--- src/rtl/gpr_wb_queue_pkg.sv ---
// Shared types and constants for the GPR writeback queue: queued entry layout,
// drain FSM states and the load-byte data conditioning helper.
package gpr_wb_queue_pkg;

    localparam logic [4:0] REG_ZERO         = 5'd0;
    localparam logic [4:0] FLAG_REG_DEFAULT = 5'd30;

    typedef struct packed {
        logic [4:0]  addr;
        logic [31:0] data;
        logic        ovf;
    } entry_t;

    typedef enum logic {
        S_IDLE = 1'b0,
        S_FLAG = 1'b1
    } state_t;

    function automatic logic [31:0] lb_extend(input logic [31:0] data, input logic lb);
        return lb ? {{24{data[7]}}, data[7:0]} : data;
    endfunction

endpackage

--- src/rtl/gpr_wb_fifo.sv ---
// In-order circular buffer of writeback entries. Every slot's address and
// overflow flag are exposed with a valid mask so the owner can scan for hazards.
module gpr_wb_fifo
    import gpr_wb_queue_pkg::*;
#(
    parameter int DEPTH = 4,
    localparam int AW   = $clog2(DEPTH),
    localparam int CW   = AW + 1
) (
    input  logic             clk,
    input  logic             rst,
    input  logic             push,
    input  entry_t           push_entry,
    input  logic             pop,
    output entry_t           head,
    output logic [CW-1:0]    count,
    output logic [4:0]       entry_addr [DEPTH],
    output logic             entry_ovf  [DEPTH],
    output logic [DEPTH-1:0] entry_valid
);

    entry_t        mem_q [DEPTH];
    entry_t        mem_d [DEPTH];
    logic [AW-1:0] rd_ptr_q, rd_ptr_d;
    logic [AW-1:0] wr_ptr_q, wr_ptr_d;
    logic [CW-1:0] count_q, count_d;

    always_comb begin
        mem_d    = mem_q;
        rd_ptr_d = rd_ptr_q;
        wr_ptr_d = wr_ptr_q;
        if (push) begin
            mem_d[wr_ptr_q] = push_entry;
            wr_ptr_d        = wr_ptr_q + 1'b1;
        end
        if (pop) begin
            rd_ptr_d = rd_ptr_q + 1'b1;
        end
        count_d = count_q + CW'(push) - CW'(pop);
    end

    always_ff @(posedge clk or posedge rst) begin
        if (rst) begin
            for (int i = 0; i < DEPTH; i++) begin
                mem_q[i] <= '0;
            end
            rd_ptr_q <= '0;
            wr_ptr_q <= '0;
            count_q  <= '0;
        end else begin
            mem_q    <= mem_d;
            rd_ptr_q <= rd_ptr_d;
            wr_ptr_q <= wr_ptr_d;
            count_q  <= count_d;
        end
    end

    assign head  = mem_q[rd_ptr_q];
    assign count = count_q;

    // A slot is live when its distance from the read pointer is below the count.
    for (genvar gi = 0; gi < DEPTH; gi++) begin : g_slot
        logic [AW-1:0] offs;
        assign offs            = AW'(gi) - rd_ptr_q;
        assign entry_valid[gi] = ({1'b0, offs} < count_q);
        assign entry_addr[gi]  = mem_q[gi].addr;
        assign entry_ovf[gi]   = mem_q[gi].ovf;
    end

endmodule

--- src/rtl/gpr_wb_queue.sv ---
// Writeback queue feeding the GPR write port: buffers results, drains one write
// per cycle (plus a flag-register write after overflow results), reports hazards.
module gpr_wb_queue
    import gpr_wb_queue_pkg::*;
#(
    parameter int         DEPTH    = 4,
    parameter logic [4:0] FLAG_REG = FLAG_REG_DEFAULT
) (
    input  logic                     clk,
    input  logic                     rst,
    input  logic                     wb_valid,
    output logic                     wb_ready,
    input  logic [4:0]               wb_addr,
    input  logic [31:0]              wb_data,
    input  logic                     wb_lb,
    input  logic                     wb_ovf,
    input  logic                     hold,
    output logic                     wr_en,
    output logic [4:0]               wr_addr,
    output logic [31:0]              wr_data,
    input  logic [4:0]               ra,
    input  logic [4:0]               rb,
    output logic                     busy_a,
    output logic                     busy_b,
    output logic [$clog2(DEPTH):0]   pending
);

    localparam int CW = $clog2(DEPTH) + 1;

    state_t        state_q, state_d;
    logic          wr_en_q, wr_en_d;
    logic [4:0]    wr_addr_q, wr_addr_d;
    logic [31:0]   wr_data_q, wr_data_d;

    logic             push, pop;
    entry_t           push_entry, head;
    logic [CW-1:0]    count;
    logic [4:0]       entry_addr [DEPTH];
    logic             entry_ovf  [DEPTH];
    logic [DEPTH-1:0] entry_valid;

    // Ready looks only at the registered count, so a same-cycle pop cannot reopen it.
    assign wb_ready   = (count < CW'(DEPTH));
    assign push       = wb_valid && wb_ready && (wb_addr != REG_ZERO);
    assign push_entry = '{addr: wb_addr, data: lb_extend(wb_data, wb_lb), ovf: wb_ovf};
    assign pop        = (state_q == S_IDLE) && !hold && (count != '0);

    gpr_wb_fifo #(.DEPTH(DEPTH)) u_fifo (
        .clk         (clk),
        .rst         (rst),
        .push        (push),
        .push_entry  (push_entry),
        .pop         (pop),
        .head        (head),
        .count       (count),
        .entry_addr  (entry_addr),
        .entry_ovf   (entry_ovf),
        .entry_valid (entry_valid)
    );

    always_comb begin
        state_d   = state_q;
        wr_en_d   = 1'b0;
        wr_addr_d = wr_addr_q;
        wr_data_d = wr_data_q;
        case (state_q)
            S_IDLE: begin
                if (pop) begin
                    wr_en_d   = 1'b1;
                    wr_addr_d = head.addr;
                    wr_data_d = head.data;
                    state_d   = head.ovf ? S_FLAG : S_IDLE;
                end
            end
            S_FLAG: begin
                // Flag write follows its result unconditionally, even under hold.
                wr_en_d   = 1'b1;
                wr_addr_d = FLAG_REG;
                wr_data_d = 32'h1;
                state_d   = S_IDLE;
            end
            default: state_d = S_IDLE;
        endcase
    end

    always_ff @(posedge clk or posedge rst) begin
        if (rst) begin
            state_q   <= S_IDLE;
            wr_en_q   <= 1'b0;
            wr_addr_q <= '0;
            wr_data_q <= '0;
        end else begin
            state_q   <= state_d;
            wr_en_q   <= wr_en_d;
            wr_addr_q <= wr_addr_d;
            wr_data_q <= wr_data_d;
        end
    end

    assign wr_en   = wr_en_q;
    assign wr_addr = wr_addr_q;
    assign wr_data = wr_data_q;
    assign pending = count;

    logic match_a, match_b, flag_pending;

    always_comb begin
        match_a      = 1'b0;
        match_b      = 1'b0;
        flag_pending = (state_q == S_FLAG);
        for (int i = 0; i < DEPTH; i++) begin
            if (entry_valid[i]) begin
                if (entry_addr[i] == ra) match_a = 1'b1;
                if (entry_addr[i] == rb) match_b = 1'b1;
                if (entry_ovf[i])        flag_pending = 1'b1;
            end
        end
        if (wr_en_q && wr_addr_q == ra) match_a = 1'b1;
        if (wr_en_q && wr_addr_q == rb) match_b = 1'b1;
        busy_a = (ra != REG_ZERO) && (match_a || (ra == FLAG_REG && flag_pending));
        busy_b = (rb != REG_ZERO) && (match_b || (rb == FLAG_REG && flag_pending));
    end

endmodule

--- config.mk ---
export PLATFORM = sky130hd
export DESIGN_NAME = gpr_wb_queue
export DESIGN_NICKNAME = d
export VERILOG_FILES = /design/src/rtl/gpr_wb_queue_pkg.sv /design/src/rtl/gpr_wb_fifo.sv /design/src/rtl/gpr_wb_queue.sv
export SDC_FILE = /design/constraint.sdc
export NUM_CORES = 1
export LEC_CHECK = 0
export CAP_MARGIN = 40
export CELL_PAD_IN_SITES_DETAIL_PLACEMENT = 1
export CELL_PAD_IN_SITES_GLOBAL_PLACEMENT = 2
export CORE_MARGIN = 8
export CORE_UTILIZATION = 35
export CTS_CLUSTER_DIAMETER = 120
export CTS_CLUSTER_SIZE = 16
export DETAILED_ROUTE_END_ITERATION = 6
export PLACE_DENSITY = 0.81
export SLEW_MARGIN = 20
export SYNTH_ARGS = -nofsm -noshare
export SYNTH_HDL_FRONTEND = slang
export SYNTH_SLANG_ARGS = --single-unit
--- constraint.sdc ---
create_clock -name clk -period 6.3 [get_ports clk]
set_clock_uncertainty 0.1 [all_clocks]
set_input_delay 0.945 -clock clk [delete_from_list [all_inputs] [get_ports clk]]
set_output_delay 0.945 -clock clk [all_outputs]
set_load 0.02 [all_outputs]
==> metrics.cfg, run 1 <==
[pwr]
p_leak_nw = 4.88
p_per_area_mw_per_mm2 = 515
ir_drop_uv = 187
p_total_mw = 5.80

[clock_network]
cts_root_buffer = clkbuf_16
cts_tree = done
numCtsBuffers = 17
clk_pin_slew_ps = 70
clk_latency_ps = 430
cts_hold_buf = 0
h-tree-depth = 4
post-cts-setup-buffers = 0
clock-sinks = 198
cts_resized = 0
cts.path.max_buffers = 2

[drt]
drt_wl_total_mm = 25.0
ant_nets = 0
drt_iter0_drc = 369
avgViaCountPerCell = 5.11
via_count = 6382
first_pass_iters = 4
wire_per_inst_um = 20.0
route.detailed.drc = 0

[final_layout]
syn2layout_area_growth_pct = 18.7
n_fill_cell = 2869
post-route-util_pct = 42.0
drive_above_1_share_pct = 16.2
fin_cells = 1250
layout.nets = 960
final_area_sq_mm = 0.0113
n_antenna_cell = 0

[yosys]
synthXorXnorAreaFrac_pct = 5.17
syn-num-nets = 894
async_reset_ff_share_pct = 100
synth_mux_area_share_pct = 15.7
syn_area_sq_mm = 0.00949
synth-edff-count = 0
ys_top_cells_by_area = dfrtp_1, mux4_2, nand2_1, mux2_2, o21ai_0
synth_top_area_share_pct = 52.2
synth_fa_ha_area_share_pct = 1.53
synth-simple-area-share_pct = 13.0
synth_top_cell_by_area = dfrtp_1
synth_cell_types = 40
synth_top_flop_cell = dfrtp_1
avgSynthCellArea_sq_um = 11.4
ys_seq_area_share_pct = 52.2
yosys_warnings = 0
synth_top_family_by_area = multiplexers
synth-compound-area-share_pct = 7.57
syn_inst = 830
synth-seq-cells = 198

[place]
dpl_worst_slack_ps = 2110
gp_congestion = 0.823
dp_hpwl_mm = 16.3
dp.cells = 1218
port_buffers = 96
dpl_cell_area_sq_mm = 0.0107

[die]
core-area_sq_mm = 0.0268
dieArea_sq_mm = 0.0326
ios = 97
die_y_um = 181
chipWidth_um = 181
start_util_pct = 35.4
rows = 60

[job]
drv_cap = 0

[timing]
slew_headroom_pct = 42.8
setup_viol = 0
worst_pin_slew_ps = 858
fmax_ghz = 0.223
fin_setup_tns_ps = 0
rsz0062_at_grt = no
setup_ws_ps = 1820
fin_crit_sh_pct = 71.1
fin_hold_ws_ps = 380
timing_hold_violations_final = 0
drv_slew = 0
period_needed_ps = 4480

[worst_setup_path]
worstPathRequired_ps = 5250
worstPathArrival_ps = 3430
crit_path_start_kind = flip-flop
cp-end-kind = primary output
rrSetupSlack_ps = 3240
crit_fanout = 41
crit_type = reg -> out

[global_route]
overflow = 0
grt_use_total_pct = 15.8
grt_max_degree = 63
antenna_found_initial = 0
grt_pass1_wl_mm = 41.2
grt_pass1_vias = 7112

[min_path]
hp-class = reg -> reg

[outcome]
status = finished clean

-- worst max-delay path, stage by stage, from the launching register on --
cell             delay (ps)
dfrtp_2                 370
buf_4                   580
inv_1                   110
ha_1                    310
a21boi_0                130
o21a_1                  240
nor4_1                  340
nor3_1                  110
o211ai_1                190
clkdlybuf4s50_1         640
-- Yosys cell counts (3+ instances only) --
master and instances:
buf_12 4, dfrtp_1 198, nand2_8 4, buf_4 8, clkbuf_1 30, buf_6 3
mux4_2 38, nor3_1 5, xor2_1 25, xnor2_1 31, inv_1 16, buf_2 13
nand3_1 8, o21ai_0 100, nor4_1 10, o211ai_1 3, ha_1 10, mux2_2 54
nand3b_1 37, nand2b_1 4, a21oi_1 25, nand2_1 176
-- where the power goes --
| group | total (mW) | leakage, nW | internal (mW) | switching (mW) |
|---|---|---|---|---|
| clock network | 1.07 | 0.283 | 0.537 | 0.537 |
| registers | 2.32 | 2.47 | 1.86 | 0.459 |
| logic | 2.41 | 2.13 | 1.22 | 1.19 |
| total | 5.80 | 4.88 | 3.62 | 2.19 |
-- per-layer routing --
metal  global-route usage (%)  share of wire, %
met1                     21.0                47
met2                     26.2                49
met3                     3.35               3.2
met4                     3.44              0.68
met5                        0                 0
-- cell usage in the layout, fill, tap and decap left out, drive strengths merged, types with 3 or more instances in the layout --
cell type,count
clkbuf,18
nor3,5
o21ai,100
clkdlybuf4s50,96
inv,22
ha,10
nand2b,4
nand3,8
o211ai,3
mux4,38
mux2,56
clkinv,6
a21oi,25
nor4,10
xor2,25
dfrtp,198
nand2,180
nand3b,37
buf,14
xnor2,31
-- state kept, by name, indices dropped and copies added, names as in the netlist, 2 cells and up --
name               cells
u_fifo.entry_ovf       4
wr_data               32
u_fifo.entry_addr     20
wr_addr                5
u_fifo.mem_q         128
u_fifo.count           3
u_fifo.wr_ptr_q        2
u_fifo.rd_ptr_q        2
-- area by class of cell --
type / count / area (sq um) / share of cell area [%]
inverters: 16 / 63.8 / 0.567
repair buffers: 110 / 1160 / 10.3
flip-flops and latches: 198 / 4960 / 44.0
well taps: 341 / 427 / 3.79
clock inverters: 14 / 136 / 1.21
clock buffers: 18 / 439 / 3.90
multi-input cells: 553 / 4080 / 36.2
-- logic make-up after synthesis --
family | Yosys count
buf+inv | 79
fa+ha+maj | 11
flops | 198
compound gates | 137
simple gates | 255
xor+xnor | 56
mux | 94
-- path summary, 6_finish.rpt --
| path | start | end | cells after the start |
|---|---|---|---|
| setup reg to reg | state_q | u_fifo.count[2] | 9 |
| hold reg to reg | u_fifo.mem_q[103] | u_fifo.mem_q[103] | 2 |
| max in group asynchronous | rst | wr_data[17] | 4 |
| min in group asynchronous | rst | u_fifo.entry_addr[2] | 2 |
| setup / recovery | u_fifo.rd_ptr_q[1] | busy_b | 9 |
| hold / removal | u_fifo.mem_q[103] | u_fifo.mem_q[103] | 2 |
No activity file was read; power rests on OpenSTA's default activity.
==> run 2, diff against run 1 <==
Settings changed: CORE_UTILIZATION 35 to 38, PLACE_DENSITY 0.81 to 0.83.
Clock period 6.3 ns to 4.7 ns, I/O delays scaled along.
==> run 2 against run 1 <==
Worst hold slack hardly changed. Flip-flop and latch count unchanged. Highest routed layer is now met5. Largest cell class unchanged. Combinational power up 33%. Clock power is 31% higher. Cell count down 0.96%. Wire length down 2.0%. Power rose by 33%.
==> metrics.cfg, run 2 (synthesis gave the netlist of run 1 again) <==
[pwr]
p_total_mw = 7.72  ; +33%
ir_drop_uv = 282  ; +51%
p_leak_nw = 4.85  ; -0.58%
p_per_area_mw_per_mm2 = 689  ; +34%

[final_layout]
largest_register = u_fifo.mem_q
fin_cells = 1238  ; -0.96%
drive_above_1_share_pct = 16.0  ; -0.20 points
syn2layout_area_growth_pct = 18.1
n_antenna_cell = 0  ; unchanged
final_cell_mix = dfrtp_1, nand2_1, o21ai_0
layout.nets = 959  ; -0.10%
post-route-util_pct = 45.1  ; +3.1 points
largest_reg_flops = 128  ; unchanged
layout_commonest_cell = dfrtp_1

[timing]
timing_hold_violations_final = 0  ; unchanged
setup_viol = 0  ; unchanged
slew_headroom_pct = 59.9  ; +17 points
drv_slew = 0  ; unchanged
fmax_ghz = 0.264
period_needed_ps = 3790
fin_hold_ws_ps = 380  ; -0.230 ps
rsz0062_at_grt = no
fin_crit_sh_pct = 80.7
worst_pin_slew_ps = 601  ; -257 ps
fin_setup_tns_ps = 0  ; unchanged

[global_route]
antenna_found_initial = 1  ; +1
grt_pass1_vias = 7102  ; -0.14%
grt_pass1_wl_mm = 40.4  ; -1.9%
overflow = 0  ; unchanged
grt_max_degree = 106  ; +68%
grt_use_total_pct = 16.7  ; +0.93 points

[min_path]
min_to = u_fifo.mem_q[136]
hold_depth = 2  ; unchanged
min-delay-start = u_fifo.mem_q[136]
hp-class = reg -> reg

[clock_network]
cts_tree = done
cts_resized = 0  ; unchanged
cts_hold_buf = 0  ; unchanged
cts.path.max_buffers = 2  ; unchanged
post-cts-setup-buffers = 0  ; unchanged
h-tree-depth = 4  ; unchanged
clk_pin_slew_ps = 80  ; about the same
numCtsBuffers = 17  ; unchanged
cts_root_buffer = clkbuf_16
clk_latency_ps = 430  ; about the same
clock-sinks = 198  ; unchanged

[worst_setup_path]
critical-path-max-stage-delay_ps = 630  ; about the same
crit_buf_inv = 2  ; -1
critPathTopFamily = buffers and inverters
reg2reg_depth = 10  ; +1
r2r-start = state_q
crit_fanout = 13  ; -68%
crit_path_start_kind = flip-flop
rrSetupSlack_ps = 2200  ; -1040 ps
path_cells = xor2_1 > inv_1 > ha_1 > nand2b_1 > o2bb2ai_1 > nor4_1 > nor3_1 > o211ai_1 > clkdlybuf4s50_1
cp-end-kind = primary output
crit_slowest_cell = clkdlybuf4s50_1
worstPathRequired_ps = 3890  ; -1360 ps
worstReg2RegEnd = u_fifo.count[2]
worstPathArrival_ps = 2990  ; -440 ps
cp.depth = 9  ; unchanged
crit_type = reg -> out

[place]
dp_hpwl_mm = 15.6  ; -4.1%
dp.cells = 1204  ; -1.1%
port_buffers = 96  ; unchanged
gp_congestion = 0.839  ; +1.9%

[die]
core-area_sq_mm = 0.0248  ; -7.4%
rows = 58  ; -3.3%
start_util_pct = 38.2  ; +2.8 points
die_y_um = 174  ; -3.7%
dieArea_sq_mm = 0.0303  ; -7.2%
ios = 97  ; unchanged
chipWidth_um = 174  ; -3.7%

[drt]
ant_nets = 0  ; unchanged
wire_per_inst_um = 19.8  ; -1.1%
route.detailed.drc = 0  ; unchanged
drt_iter0_drc = 275  ; -25%
via_count = 6391  ; +0.14%
first_pass_iters = 4  ; unchanged
avgViaCountPerCell = 5.16  ; +1.1%
drt_wl_total_mm = 24.5  ; -2.0%

[job]
drv_cap = 0  ; unchanged

[outcome]
status = finished clean

-- run 2: worst max-delay path by stage --
stage | start | to
3_5_place_dp | rb[4] | busy_b
4_1_cts | u_fifo.rd_ptr_q[1] | busy_b
6_report | u_fifo.rd_ptr_q[1] | busy_b
5_1_grt | u_fifo.rd_ptr_q[1] | busy_b
2_1_floorplan | rst | state_q
3_3_place_gp | rb[0] | busy_b
-- run 2: cell type report --
class | instances | area (sq um)
sequential | 198 | 4960
clock buffer | 19 | 443
timing repair buffer | 109 | 1130
clock inverter | 13 | 115
fill | 2702 | 13600
tap | 330 | 413
inverter | 16 | 63.8
multi-input combinational | 553 | 4080
-- run 2: worst min-delay path, delay by kind of cell, from the launching register on --
family / cells / cell delay [ps]
simple gates: 1 / 50
compound gates: 1 / 60
flops: 1 / 340
-- run 2: where the power goes --
part / internal, mW / total (mW) / leakage, nW / switching [mW]
combinational: 1.63 / 3.21 / 2.11 / 1.58
clock: 0.712 / 1.40 / 0.271 / 0.691
sequential: 2.50 / 3.10 / 2.47 / 0.605
total: 4.84 / 7.72 / 4.85 / 2.88
-- run 2: per-layer routing --
| layer | part of all wire [%] | vias up | global-route usage, % |
|---|---|---|---|
| li1 | - | 2980 | - |
| met1 | 47 | 3312 | 21.7 |
| met2 | 49 | 78 | 28.4 |
| met3 | 2.9 | 19 | 3.08 |
| met4 | 1.1 | 2 | 4.38 |
| met5 | 0.037 | - | 0 |
-- run 2: metrics by stage --
step           instance area (sq um)  setup slack (ps)
6_report                       11200               908
5_1_grt                        11200               672
4_1_cts                        11200               879
3_5_place_dp                   10600              1020
3_3_place_gp                   10500              1070
2_1_floorplan                   9490              1330
==> run 3, diff against run 2 <==
Settings changed: CORE_UTILIZATION 38 to 35, PLACE_DENSITY 0.83 to 0.81.
Clock period 4.7 ns to 3.4 ns, I/O delays scaled along.
==> run 3 against run 2 <==
Wire length is 4.0% higher. Register-to-register slack worse by 1200 ps. Cell count up 1.6%. Critical path type unchanged. Flip-flop and latch count unchanged. Die area grew 7.8%.
==> metrics.cfg, run 3 (synthesis gave the netlist of run 1 again) <==
[outcome]
status = finished clean

[min_path]
min_to = u_fifo.mem_q[108]
min-delay-start = u_fifo.mem_q[108]
hp-class = reg -> reg
hold_depth = 2  ; unchanged

[timing]
fin_setup_tns_ps = 0  ; unchanged
fmax_ghz = 0.312
slew_headroom_pct = 55.0  ; -4.9 points
drv_slew = 0  ; unchanged
timing_hold_violations_final = 0  ; unchanged
setup_viol = 0  ; unchanged
rsz0062_at_grt = no
worst_pin_slew_ps = 675  ; +74.1 ps
period_needed_ps = 3210
fin_crit_sh_pct = 94.3

[die]
chipWidth_um = 181  ; +3.8%
start_util_pct = 35.4  ; -2.8 points
core-area_sq_mm = 0.0268  ; +8.0%
rows = 60  ; +3.4%
ios = 97  ; unchanged
dieArea_sq_mm = 0.0326  ; +7.8%
die_y_um = 181  ; +3.8%

[worst_setup_path]
worstPathRequired_ps = 2790  ; -1100 ps
reg2reg_depth = 10  ; unchanged
crit_fanout = 5  ; -8
worstPathArrival_ps = 2600  ; -390 ps
worstReg2RegEnd = u_fifo.count[2]
rrSetupSlack_ps = 970  ; -1230 ps
crit_type = reg -> out
cp-end-kind = primary output
r2r-start = u_fifo.count[2]
crit_path_start_kind = flip-flop

[pwr]
clock_power_share_pct = 19.6  ; +1.4 points
power_frac_seq_pct = 39.0  ; -1.2 points
p_total_mw = 11.0  ; +42%
ir_drop_uv = 345  ; +22%
p_per_area_mw_per_mm2 = 963  ; +40%
p_leak_nw = 4.95  ; +2.0%
combPwrFrac_pct = 41.4  ; -0.2 points
p_int_mw = 6.86  ; +42%
switching_power_mw = 4.11  ; +43%
swShare_pct = 37.5  ; +0.14 points

[drt]
wire_per_inst_um = 20.2  ; +2.3%
drt_wl_total_mm = 25.4  ; +4.0%
first_pass_iters = 4  ; unchanged
drt_iter0_drc = 373  ; +36%
avgViaCountPerCell = 5.13  ; -0.54%
via_count = 6459  ; +1.1%
route.detailed.drc = 0  ; unchanged
ant_nets = 0  ; unchanged

[global_route]
overflow = 0  ; unchanged
grt_pass1_wl_mm = 41.9  ; +3.7%
antenna_found_initial = 0  ; -1
grt_max_degree = 58  ; -45%
grt_pass1_vias = 7303  ; +2.8%
grt_use_total_pct = 16.3  ; -0.46 points

[final_layout]
layout.nets = 968  ; +0.94%
n_antenna_cell = 0  ; unchanged
final_cell_mix = dfrtp_1, nand2_1, o21ai_0
final_area_sq_mm = 0.0114  ; +1.7%
syn2layout_area_growth_pct = 20.0
largest_reg_flops = 128  ; unchanged
drive_above_1_share_pct = 17.1  ; +1.2 points
layout_commonest_cell = dfrtp_1
largest_register = u_fifo.mem_q

[place]
port_buffers = 96  ; unchanged
dpl_cell_area_sq_mm = 0.0107  ; +1.2%
gp_congestion = 0.833  ; -0.72%
dp_hpwl_mm = 16.6  ; +5.9%

[clock_network]
h-tree-depth = 4  ; unchanged
clk_pin_slew_ps = 80  ; about the same
numCtsBuffers = 17  ; unchanged
cts_tree = done
clk_latency_ps = 440  ; about the same
clock-sinks = 198  ; unchanged
cts_root_buffer = clkbuf_16
post-cts-setup-buffers = 0  ; unchanged
cts.path.max_buffers = 2  ; unchanged

[job]
drv_cap = 0  ; unchanged

## run 3: cell types whose count changed in the layout (fill, tap and decap cells not counted), sizes merged
cell           previous run  this run
buf                      13        22
clkdlybuf4s50            96        94
bufinv                    0         2
clkinvlp                  3         2
dlygate4sd2               0         1
inv                      22        21
clkinv                    4         6
clkbuf                   19        18
## run 3: worst max path at each step
stage | start | slack [ps] | to | cells after the start
6_report | u_fifo.rd_ptr_q[0] | 190 | busy_b | 8
5_1_grt | u_fifo.count[1] | 10 | busy_b | 8
4_1_cts | u_fifo.rd_ptr_q[0] | 50 | busy_a | 9
3_5_place_dp | rb[0] | 70 | busy_b | 7
3_3_place_gp | rb[3] | 110 | busy_b | 7
2_1_floorplan | rst | 230 | state_q | 1
## run 3: critical path, cell delays in order (launching register included)
cell and delay (ps):
dfrtp_4 510, xor2_1 210, ha_1 260, nand2b_1 90, o21ai_0 150, nor4_1 330
o22ai_1 130, o211ai_1 120, dlygate4sd2_1 360
## run 3: final cells by class
cell class,instances,area [sq um]
flip-flops and latches,198,4960
inverters,16,63.8
repair buffers,118,1220
multi-input cells,553,4090
clock buffers,17,425
well taps,341,427
fillers,2867,15400
clock inverters,15,208
## run 3: power groups by stage
stage                     registers, mW  clock network, mW  logic [mW]
after CTS                          4.28               2.21        4.62
final                              4.28               2.15        4.54
after global routing               4.41               2.29        5.07
after global placement             4.26                  0        4.44
after detailed placement           4.32                  0        4.60
after floorplan                    4.23                  0        3.12
## run 3: stage by stage
stage	utilization (%)	hold WS (ps)	cells	setup slack (ps)
CTS	42.4	387	1257	48.6
finish	42.5	380	1258	192
global placement	40.0	356	1224	115
floorplan	-	344	830	230
global route	42.5	405	1258	11.0
detailed placement	40.1	369	1225	71.9
## run 3: what timing repair did
item	4_1_cts	5_1_grt
gates resized for setup	2	3
hold buffers	0	0
endpoints found under the hold margin	0	0
setup endpoints to repair	2	2
## run 3: metal layers
layer | share of wire, % | track usage [%] | up-vias
li1 | - | - | 3008
met3 | 2.8 | 3.37 | 29
met5 | 0 | 0 | -
met1 | 47 | 21.2 | 3323
met2 | 49 | 27.1 | 99
met4 | 1.5 | 4.46 | 0
==> edit 1 (flow settings as in run 3) <==
`wr_addr_q` and `wr_data_q` no longer have a reset.
--- a/src/rtl/gpr_wb_queue.sv
+++ b/src/rtl/gpr_wb_queue.sv
@@ -87,14 +87,15 @@
         if (rst) begin
             state_q   <= S_IDLE;
             wr_en_q   <= 1'b0;
-            wr_addr_q <= '0;
-            wr_data_q <= '0;
         end else begin
             state_q   <= state_d;
             wr_en_q   <= wr_en_d;
-            wr_addr_q <= wr_addr_d;
-            wr_data_q <= wr_data_d;
         end
+    end
+
+    always_ff @(posedge clk) begin
+        wr_addr_q <= wr_addr_d;
+        wr_data_q <= wr_data_d;
     end
 
     assign wr_en   = wr_en_q;
Formal check against the unedited RTL: differs if rst is asserted again (counterexample within 4 cycles, from zero or initial values and one cycle with rst high); with rst held inactive, the same outputs for 4 cycles.
==> edit 1 against run 3 <==
- power is 4.9% higher
- sequential share of layout area rose by 1.7 points
- critical path depth stayed put
- wire length decreased by 5.4%
- final area down 0.15%
- setup slack better by 62 ps
- sequential cell count stayed put
- area after synthesis down 0.25%
- largest cell class unchanged
==> edit 1: results (changes against run 3) <==
[setup_path]
worst_r2r_path_depth = 7  ; -3
crit_arrival_ps = 2540  ; -60 ps
rr_endpoint = u_fifo.mem_q[52]
r2r_slack_ps = 930  ; -40 ps

[drt]
wl_per_cell_um = 20.3  ; +0.50%
drcViolationCount = 0  ; unchanged
drt_iter0_drc = 322  ; -14%
vias = 6027  ; -6.7%

[global_routing]
grt_pass1_wl_mm = 39.1  ; -6.7%
grt_max_degree = 62  ; +6.9%
grt_usage_pct = 15.3  ; -1.0 points

[sta]
hold-worst-slack_ps = 380  ; +0.385 ps
tightestPinTransition_ps = 728  ; +52.8 ps

[synthesis]
seq_area_frac_synth_pct = 54.3  ; +2.1 points
synth_cell_types = 42  ; +5.0%
synth-edff-count = 37  ; +37
synthArstFlopShare_pct = 81.3  ; -19 points
syn-num-nets = 809  ; -9.5%
netlist_top_cells_area = dfrtp_1, edfxtp_1, mux4_2

[finish]
top_register = u_fifo.mem_q
drive_above_1_share_pct = 19.9  ; +2.8 points
fin_nets = 894  ; -7.6%

[power_and_ir_drop]
p_sw_mw = 4.13  ; +0.56%
ir_worst_vdd_uv = 632  ; +83%

[place]
pre_cts_ws_ps = 76.9  ; +5.01 ps
hpwl_mm = 15.8  ; -4.5%

[outcome]
status = complete, no violations

[min_path]
hold_start = u_fifo.mem_q[13]

edit 1: worst max-delay path by stage:
stage	start	end	slack, ps
after floorplan	u_fifo.rd_ptr_q[0]	busy_a	430
after global placement	ra[4]	busy_a	80
after detailed placement	ra[4]	busy_a	80
after CTS	u_fifo.rd_ptr_q[1]	busy_a	20
after global routing	u_fifo.count[1]	busy_a	50
final	u_fifo.count[1]	busy_a	250
edit 1: cells by family (layout without fill, tap and decap cells):
kind of cell	after synthesis	in the layout	share of synthesized area, %
AO/OA/AOI/OAI	138	138	7.68
buffers and inverters	69	167	4.46
multiplexers	94	94	17.3
XOR/XNOR	56	56	5.18
flip-flops	198	198	54.3
AND/OR/NAND/NOR	179	179	9.53
adder cells (fa/ha/maj)	11	11	1.53
edit 1: stage by stage:
| step | utilization [%] | total power, mW | std cells |
|---|---|---|---|
| floorplan | - | 7.83 | 745 |
| global placement | 40.1 | 9.29 | 1150 |
| detailed placement | 40.2 | 9.50 | 1151 |
| CTS | 42.4 | 11.6 | 1183 |
| global route | 42.5 | 12.3 | 1184 |
| finish | 42.5 | 11.5 | 1184 |
edit 1: power by group through the flow:
stage,combinational (mW),sequential (mW),clock [mW]
after floorplan,3.19,4.63,0
after global placement,4.72,4.57,0
after detailed placement,4.87,4.63,0
after CTS,4.88,4.60,2.14
after global routing,5.31,4.72,2.23
final,4.82,4.59,2.10
edit 1: area by class of cell:
class / count / area (um2) / share of cell area (%)
multi-input combinational: 478 / 3910 / 34.4
clock buffer: 18 / 439 / 3.86
tap: 341 / 427 / 3.75
inverter: 15 / 60.1 / 0.528
timing repair buffer: 120 / 1220 / 10.7
clock inverter: 14 / 171 / 1.51
sequential: 198 / 5140 / 45.2
edit 1: critical path, stage by stage, from the launching register on:
cell	delay, ps
dfrtp_2	450
inv_1	180
ha_1	270
a21boi_0	130
o21a_1	250
nor4_1	310
nor3_1	100
o211ai_1	190
clkbuf_2	210
edit 1: routing by layer:
layer	vias up	GRT usage (%)	wire length, um
met5	-	0	0
met4	0	4.73	399
met3	27	3.08	877
met2	107	25.5	12000
met1	3114	19.6	10800
li1	2779	-	-
==> edit 2 (config.mk and constraints of run 3) <==
Without the edit above. `DEPTH` is set to 4 in 2 places; all go to 8.
--- a/src/rtl/gpr_wb_fifo.sv
+++ b/src/rtl/gpr_wb_fifo.sv
@@ -3,7 +3,7 @@
 module gpr_wb_fifo
     import gpr_wb_queue_pkg::*;
 #(
-    parameter int DEPTH = 4,
+    parameter int DEPTH = 8,
     localparam int AW   = $clog2(DEPTH),
     localparam int CW   = AW + 1
 ) (
--- a/src/rtl/gpr_wb_queue.sv
+++ b/src/rtl/gpr_wb_queue.sv
@@ -3,7 +3,7 @@
 module gpr_wb_queue
     import gpr_wb_queue_pkg::*;
 #(
-    parameter int         DEPTH    = 4,
+    parameter int         DEPTH    = 8,
     parameter logic [4:0] FLAG_REG = FLAG_REG_DEFAULT
 ) (
     input  logic                     clk,
Interface: changed (resized pending); port bits go from 97 to 98. The function was not compared with the original's and may differ.
==> edit 2 against run 3 <==
- the run now ends with setup timing left
- wire length increased by 93%
- area after synthesis up 78%
- final area up 77%
- count of clock-buffer cells in the layout grew 12
- power is 80% higher
- first-iteration DRC count up 110%
- worst hold slack got worse by 220 ps
- sequential cell count grew 155
- setup slack lost 480 ps
- critical path type unchanged
- highest routed layer unchanged
==> edit 2: results (changes against run 3) <==
[sta]
setup_violations = 2  ; +2
tns_ps = -488  ; -488 ps
slew_headroom_pct = 44.1  ; -11 points
setup_slack_ps = -291  ; -483 ps

[min_path]
hold_path_class = primary input to asynchronous set/reset pin

[power_and_ir_drop]
p_sw_mw = 7.43  ; +81%
pwr-share-seq_pct = 38.5  ; -0.5 points
ir_worst_vdd_uv = 458  ; +33%
seq_power_mw = 7.61  ; +78%
leakagePower_nw = 8.77  ; +77%
powerClk_mw = 2.86  ; +33%

[finish]
fin_nets = 1651  ; +71%
largest_register_ff_count = 256  ; +100%
drive_above_1_share_pct = 21.6  ; +4.5 points
top_register = u_fifo.mem_q

[place]
gp_congestion = 0.912  ; +9.5%
pre_cts_ws_ps = -430  ; -502 ps
numPortBuffers = 97  ; +1.0%
hpwl_mm = 32.9  ; +99%
placed_area_mm2 = 0.0192  ; +79%
dp.cells = 2159  ; +76%

[global_routing]
grt_max_degree = 81  ; +40%
grt_pass1_vias = 12900  ; +77%
grt_pass1_wl_mm = 77.6  ; +85%
antenna_found_initial = 1  ; +1
grt_usage_pct = 17.4  ; +1.2 points

[clocking]
clk_latency_ps = 560  ; +120 ps
clk_pin_slew_ps = 80  ; about the same
clockBufferDepth = 3  ; +1
cts_max_level = 1  ; -3
cts_buffers = 26  ; +9
cts-root-buf = clkbuf_16

[synthesis]
synth_xor_area_share_pct = 5.02  ; -0.15 points
synth_adder_area_share_pct = 1.60  ; +0.066 points
synthArstFlopShare_pct = 100  ; unchanged
netlist_top_cells_area = dfrtp_1, mux4_2, mux2_2
seq_area_frac_synth_pct = 52.2  ; -0.060 points
yosysWarnings = 0  ; unchanged
syn_avg_cell_area_um2 = 11.8  ; +3.1%
synthTopCellsByCount = dfrtp_1, o21ai_0, nand2_1
synth_compound_area_share_pct = 9.47  ; +1.9 points
synth_cell_types = 54  ; +35%
synth-main-ff-cell = dfrtp_1
synth_mux_area_share_pct = 19.2  ; +3.5 points
synth_area_mm2 = 0.0169  ; +78%
syn-num-nets = 1511  ; +69%

[drt]
drt_iter0_drc = 781  ; +110%
vias = 11800  ; +83%
dr.pass1.iters = 5  ; +1
viasPerCell = 5.37  ; +4.6%
wl_per_cell_um = 22.4  ; +11%

[setup_path]
critical-path-slowest-cell = dfrtp_4
cp_top_family = compound AO/OA/AOI/OAI gates
cp_slowest_stage_delay_ps = 500
cp_max_fo = 3  ; -2
crit_arrival_ps = 3080  ; +480 ps

[outcome]
violations = setup timing
status = finished, violations left

[edit 2: path summary, 6_finish.rpt]
check                      slack (ps)  cells after the start                 to               start
max                              -290                     12             busy_a  u_fifo.rd_ptr_q[0]
min                               160                      2  u_fifo.mem_q[198]                 rst
max reg2reg                       840                     10    u_fifo.count[3]     u_fifo.count[3]
min reg2reg                       380                      2   u_fifo.mem_q[21]    u_fifo.mem_q[21]
max in group asynchronous        1990                      4        wr_data[21]                 rst
min in group clk                  380                      2   u_fifo.mem_q[21]    u_fifo.mem_q[21]
[edit 2: layout make-up]
type,instances,area [um2]
diodes,2,5.00
repair buffers,213,2070
well taps,615,769
inverters,22,88.8
clock inverters,2,17.5
clock buffers,29,683
flip-flops and latches,353,8840
multi-input cells,961,7710
fillers,5049,27600
[edit 2: worst register-to-register path, stage by stage, from the launching register on]
cell     delay [ps]
dfrtp_1         450
inv_1           220
ha_1            240
a211o_2         300
inv_1            80
ha_1            190
inv_1            50
ha_1            260
a21o_1          180
a21oi_1         200
xor2_1          200
[edit 2: logic make-up after synthesis]
group	count (synthesis)
muxes	220
DFF	353
adders and majority gates	21
buffers and inverters	123
and+or+nand+nor	325
AOI/OAI and AO/OA	298
xor gates and xnor gates	97
[edit 2: layer usage]
layer | GRT usage (%) | vias up | routed length, um
met3 | 2.18 | 45 | 1610
met2 | 29.5 | 202 | 23900
met1 | 23.9 | 6193 | 22900
met5 | 0 | - | 0
met4 | 3.43 | 0 | 705
li1 | - | 5361 | -
[edit 2: what timing repair did]
item | CTS | global route
buffers inserted | 2 | 3
hold buffers | 0 | 0
setup endpoints to repair | 2 | 2
gates resized for setup | 29 | 20
cloned | 0 | 0
pin swaps | 9 | 16
